`config.mk`:
```
export PLATFORM = sky130hd
export DESIGN_NAME = status_reg
export DESIGN_NICKNAME = d
export VERILOG_FILES = /design/src/rtl/status_reg.sv
export SDC_FILE = /design/constraint.sdc
export NUM_CORES = 1
export LEC_CHECK = 0
export ABC_AREA = 0
export ABC_CLOCK_PERIOD_IN_PS = 1400
export CAP_MARGIN = 10
export CORE_ASPECT_RATIO = 0.8
export CORE_UTILIZATION = 28
export DETAILED_ROUTE_END_ITERATION = 10
export PLACE_DENSITY = 0.74
export SYNTH_ARGS = -nofsm -noshare
export SYNTH_HDL_FRONTEND = slang
export SYNTH_SLANG_ARGS = --single-unit
```
`constraint.sdc`:
```
create_clock -name clk -period 1.4 [get_ports clk]
set_input_delay 0.35 -clock clk [delete_from_list [all_inputs] [get_ports clk]]
set_output_delay 0.35 -clock clk [all_outputs]
set_load 0.05 [all_outputs]
```
`src/rtl/status_reg.sv`:
```
// 6502 processor status register (P): ALU flag capture, flag instructions,
// pull/push images and a registered branch-condition decision.
module status_reg #(
    parameter bit DECIMAL_EN = 1'b1,
    parameter bit RESET_I    = 1'b1
) (
    input  logic       clk,
    input  logic       rst_n,
    input  logic       alu_vld,
    input  logic       alu_n,
    input  logic       alu_v,
    input  logic       alu_z,
    input  logic       alu_c,
    input  logic [3:0] upd_mask,
    input  logic [2:0] flag_op,
    input  logic       load_vld,
    input  logic [7:0] load_data,
    input  logic       push_brk,
    input  logic       cond_vld,
    input  logic [2:0] cond,
    output logic [7:0] p_out,
    output logic [7:0] p_push,
    output logic       br_vld,
    output logic       br_taken
);

    typedef enum logic [2:0] {
        OP_NOP = 3'd0,
        OP_CLC = 3'd1,
        OP_SEC = 3'd2,
        OP_CLI = 3'd3,
        OP_SEI = 3'd4,
        OP_CLD = 3'd5,
        OP_SED = 3'd6,
        OP_CLV = 3'd7
    } flag_op_e;

    logic n_q, v_q, d_q, i_q, z_q, c_q;
    logic n_d, v_d, d_d, i_d, z_d, c_d;
    logic br_vld_q, br_taken_q;
    logic sel_flag;
    flag_op_e op;

    // Bits 5 and 4 of a pulled byte have no storage behind them.
    logic unused_load_bits;
    assign unused_load_bits = ^load_data[5:4];

    assign op = flag_op_e'(flag_op);

    always_comb begin
        n_d = n_q;
        v_d = v_q;
        d_d = d_q;
        i_d = i_q;
        z_d = z_q;
        c_d = c_q;
        if (load_vld) begin
            n_d = load_data[7];
            v_d = load_data[6];
            d_d = DECIMAL_EN & load_data[3];
            i_d = load_data[2];
            z_d = load_data[1];
            c_d = load_data[0];
        end else begin
            if (alu_vld) begin
                if (upd_mask[3]) n_d = alu_n;
                if (upd_mask[2]) v_d = alu_v;
                if (upd_mask[1]) z_d = alu_z;
                if (upd_mask[0]) c_d = alu_c;
            end
            // Applied after the ALU terms so a flag instruction wins on a shared bit.
            case (op)
                OP_CLC:  c_d = 1'b0;
                OP_SEC:  c_d = 1'b1;
                OP_CLI:  i_d = 1'b0;
                OP_SEI:  i_d = 1'b1;
                OP_CLD:  d_d = 1'b0;
                OP_SED:  d_d = DECIMAL_EN;
                OP_CLV:  v_d = 1'b0;
                default: ;
            endcase
        end
    end

    // Branch select uses the current (pre-edge) flags, encoded as opcode bits [7:6].
    always_comb begin
        case (cond[2:1])
            2'b00:   sel_flag = n_q;
            2'b01:   sel_flag = v_q;
            2'b10:   sel_flag = c_q;
            default: sel_flag = z_q;
        endcase
    end

    always_ff @(posedge clk or negedge rst_n) begin
        if (!rst_n) begin
            n_q        <= 1'b0;
            v_q        <= 1'b0;
            d_q        <= 1'b0;
            i_q        <= RESET_I;
            z_q        <= 1'b0;
            c_q        <= 1'b0;
            br_vld_q   <= 1'b0;
            br_taken_q <= 1'b0;
        end else begin
            n_q      <= n_d;
            v_q      <= v_d;
            d_q      <= d_d;
            i_q      <= i_d;
            z_q      <= z_d;
            c_q      <= c_d;
            br_vld_q <= cond_vld;
            if (cond_vld) begin
                br_taken_q <= (sel_flag == cond[0]);
            end
        end
    end

    assign p_out    = {n_q, v_q, 1'b1, 1'b1,     d_q, i_q, z_q, c_q};
    assign p_push   = {n_q, v_q, 1'b1, push_brk, d_q, i_q, z_q, c_q};
    assign br_vld   = br_vld_q;
    assign br_taken = br_taken_q;

endmodule
```
==> metrics.md <==
| Metric | Value |
|---|---|
| Avg Vias per Cell | 4.383 |
| CTS hold repair buffers | 0 |
| RSZ-0062 raised after global routing | yes |
| Switching share of power | 0.3629 |
| Switch Pwr | 373.9 uW |
| CP Cell Sequence | clkdlybuf4s50_1 > mux4_2 > xnor2_1 > mux2_2 |
| Routed Antenna Nets | 0 |
| GRT Total Usage | 0.1351 |
| Sink Count | 8 |
| Sequential area share after synthesis | 0.3618 |
| Crit Path Max Fanout | 1 |
| Fmax | 727.3 MHz |
| Slew Viols, Final | 0 |
| Synth Area per Inst | 9.128 um^2 |
| Die area | 0.002172 mm^2 |
| Clock Tree Root | clkbuf_4 |
| Share of cells above drive strength 1 | 0.3021 |
| Post-DP Area | 0.001051 mm^2 |
| TritonCTS buffer count | 3 |
| Tcrit/Tclk final | 0.9821 |
| Ys flop type | dfrtp_1 |
| Slowest cell on the critical path | clkdlybuf4s50_1 |
| Remaining DRCs | 0 |
| Crit end category | flop |
| Antenna violations before repair | 0 |
| Worst path arrival time | 1.51 ns |
| Outcome | finished, final reports clean |
| Crit Path Class | input pin to flop |
| Worst slack, placed | -0.4635 ns |
| Boundary pin count | 46 |
| Yosys reg bits | 8 |
| Vert. Die Dim | 41.89 um |
| Final instance area | 0.001076 mm^2 |
| Total iterations of the first detailed-routing run | 4 |
| Clk pwr share | 0.183 |
| Die Width | 51.86 um |
| CP Data Required Time | 1.53 ns |
| GP Congestion | 0.6994 |
| FFs w/ async S/R, synth | 1.000 |
| Port bufs | 38 |
| Peak supply drop | 0.4324 mV |
| Combinational share of power | 0.539 |
| First-pass GRT wire length | 2145 um |
| Grt ovf | 0 |
| Post-synth EDFFs | 0 |
| Post-synth top area share | 0.3146 |
| Worst hold path type | input pin to asynchronous set/reset pin |
| CTS tree | yes |
| Min Clock Period, post-route | 1.375 ns |
| Final hold vios | 0 |
| P&R area growth vs syn | 93.26% |
| Crit Reg-Reg Startpoint | c_q |
| Seq pwr share | 0.278 |
| Max Cap Viol | 0 |
| Via count | 526 |
| Final net count | 125 |
| RR Endpoint | br_taken |
| Setup Buffers After CTS | 0 |
| Largest cells by area after synthesis | dfrtp_1 31%, buf_4 22%, nand2_1 5.4%, dfstp_2 4.7%, mux4_2 4.0% |
| LEAKAGE | 0.0004843 uW |
| Final wirelength | 1298 um |
| Vias in the first global route | 526 |
| R2R cell count | 3 |
| Max stage delay on crit path | 0.46 ns |
| Initial Util | 0.2971 |
| Ys Warns | 0 |
| Wire per inst | 10.82 um |
| Util after Layout | 0.5741 |
| Clk_lat worst skew | 0.25 ns |
| Yosys cell types | 24 |
| Setup Viol. Count Final | 0 |
| Clk_skew | 0.005393 ns |
| Worst setup margin | 0.02511 ns |
| R2r setup slk | 0.03 ns |
| Largest net degree at the start of global routing | 9 |
| Max Root-Sink Buffers | 2 |
| Rows | 14 |
| Reg clk slew, reported paths | 0.06 ns |
| Synthesized cell area | 556.8 um^2 |
| Detail Placement HPWL | 1142 um |
| # H-tree levels | 1 |
| Internal Power | 656.5 uW |
| Power density cells | 957.6 mW/mm^2 |
| Yosys top cell by area | dfrtp_1 |
| Critical Path Source Type | input pin |
| Synth Instances | 61 |
| Antenna Cells | 0 |
| Starting DRT DRC Count | 8 |
| Core area | 0.001874 mm^2 |
## worst max-delay path by stage
stage | slack [ns] | endpoint | depth (start not counted) | from
floorplan | 0.05 | br_taken | 3 | z_q
global placement | -0.45 | br_taken | 4 | cond[1]
detailed placement | -0.46 | br_taken | 4 | cond[1]
CTS | 0.03 | br_taken | 3 | z_q
global route | -0.01 | br_taken | 3 | v_q
finish | 0.03 | br_taken | 4 | cond[2]
## kinds of logic (layout without fill, tap and decap cells)
logic type,count (synthesis),after routing,share of synthesized area
AO/OA/AOI/OAI,13,13,0.1551
XOR/XNOR,1,1,0.01573
buffers and inverters,19,52,0.2360
flip-flops,8,8,0.3618
multiplexers,4,4,0.09663
other,1,3,0.006735
AND/OR/NAND/NOR,15,15,0.1281
## worst max-delay path: cells and delay by family
family	cells	cell delay [ns]
muxes	2	0.56
buffers and inverters	1	0.46
xor gates and xnor gates	1	0.14
## cells in the mapped netlist (2+ instances only)
library cell and n:
and3_1 2, inv_1 2, mux2i_1 2, buf_4 16
nand2b_1 2, o21ai_0 3, nand2_1 8, dfrtp_1 7
o41ai_1 2, a21oi_1 2, a21boi_0 2
## power by group through the flow
stage                     Sequential [uW]  Clock, uW  Combinational (uW)
after floorplan                       312          0                 279
after global routing                  290        215                 580
after CTS                             287        199                 560
after detailed placement              291          0                 560
after global placement                290          0                 555
final                                 286        188                 556
## layout by cell type, fill, tap and decap left out, types with 2 or more instances in the layout
master           count
mux2i_1              2
conb_1               3
buf_4                8
buf_12              14
a21oi_1              2
clkbuf_4             3
dfrtp_1              7
inv_1                2
a21boi_0             2
nand2b_1             2
and3_1               2
o21ai_0              3
clkdlybuf4s50_1     23
nand2_1              8
o41ai_1              2
## per-layer routing
layer  vias to the layer above  GRT usage  wire (um)
met1                       240     0.1519        532
met3                         0    0.04762        138
met4                         0    0.06486          0
li1                        258          -          -
met5                         -          0          0
met2                        28     0.2231        627
## cell type report
| type | count | area, um^2 |
|---|---|---|
| Sequential cell | 8 | 201.4 |
| Clock buffer | 4 | 26.28 |
| Inverter | 2 | 7.507 |
| Fill cell | 169 | 798.3 |
| Tap cell | 24 | 30.03 |
| Multi-Input combinational cell | 36 | 231.5 |
| Timing Repair Buffer | 46 | 579.3 |
## stage by stage
stage / std cells / hold slack, ns / TNS (ns) / power (uW)
final: 120 / 0.3696 / 0 / 1030
after global routing: 120 / 0.3936 / -0.01434 / 1086
after CTS: 120 / 0.3733 / 0 / 1045
after detailed placement: 116 / 0.5717 / -0.8223 / 850.4
after global placement: 116 / 0.5648 / -0.7732 / 845.1
after floorplan: 63 / 0.05441 / 0 / 590.5
## timing repair
| action | 4_1_cts | 5_1_grt |
|---|---|---|
| pin swaps | 0 | 0 |
| endpoints found under the setup margin | 1 | 1 |
| gates resized for setup | 1 | 0 |
## registers in the layout (all words and copies together) (netlist names)
signal	flops
v_q	1
z_q	1
br_vld	1
d_q	1
i_q	1
n_q	1
c_q	1
br_taken	1
Note: power is estimated with default switching activity, not from simulation.
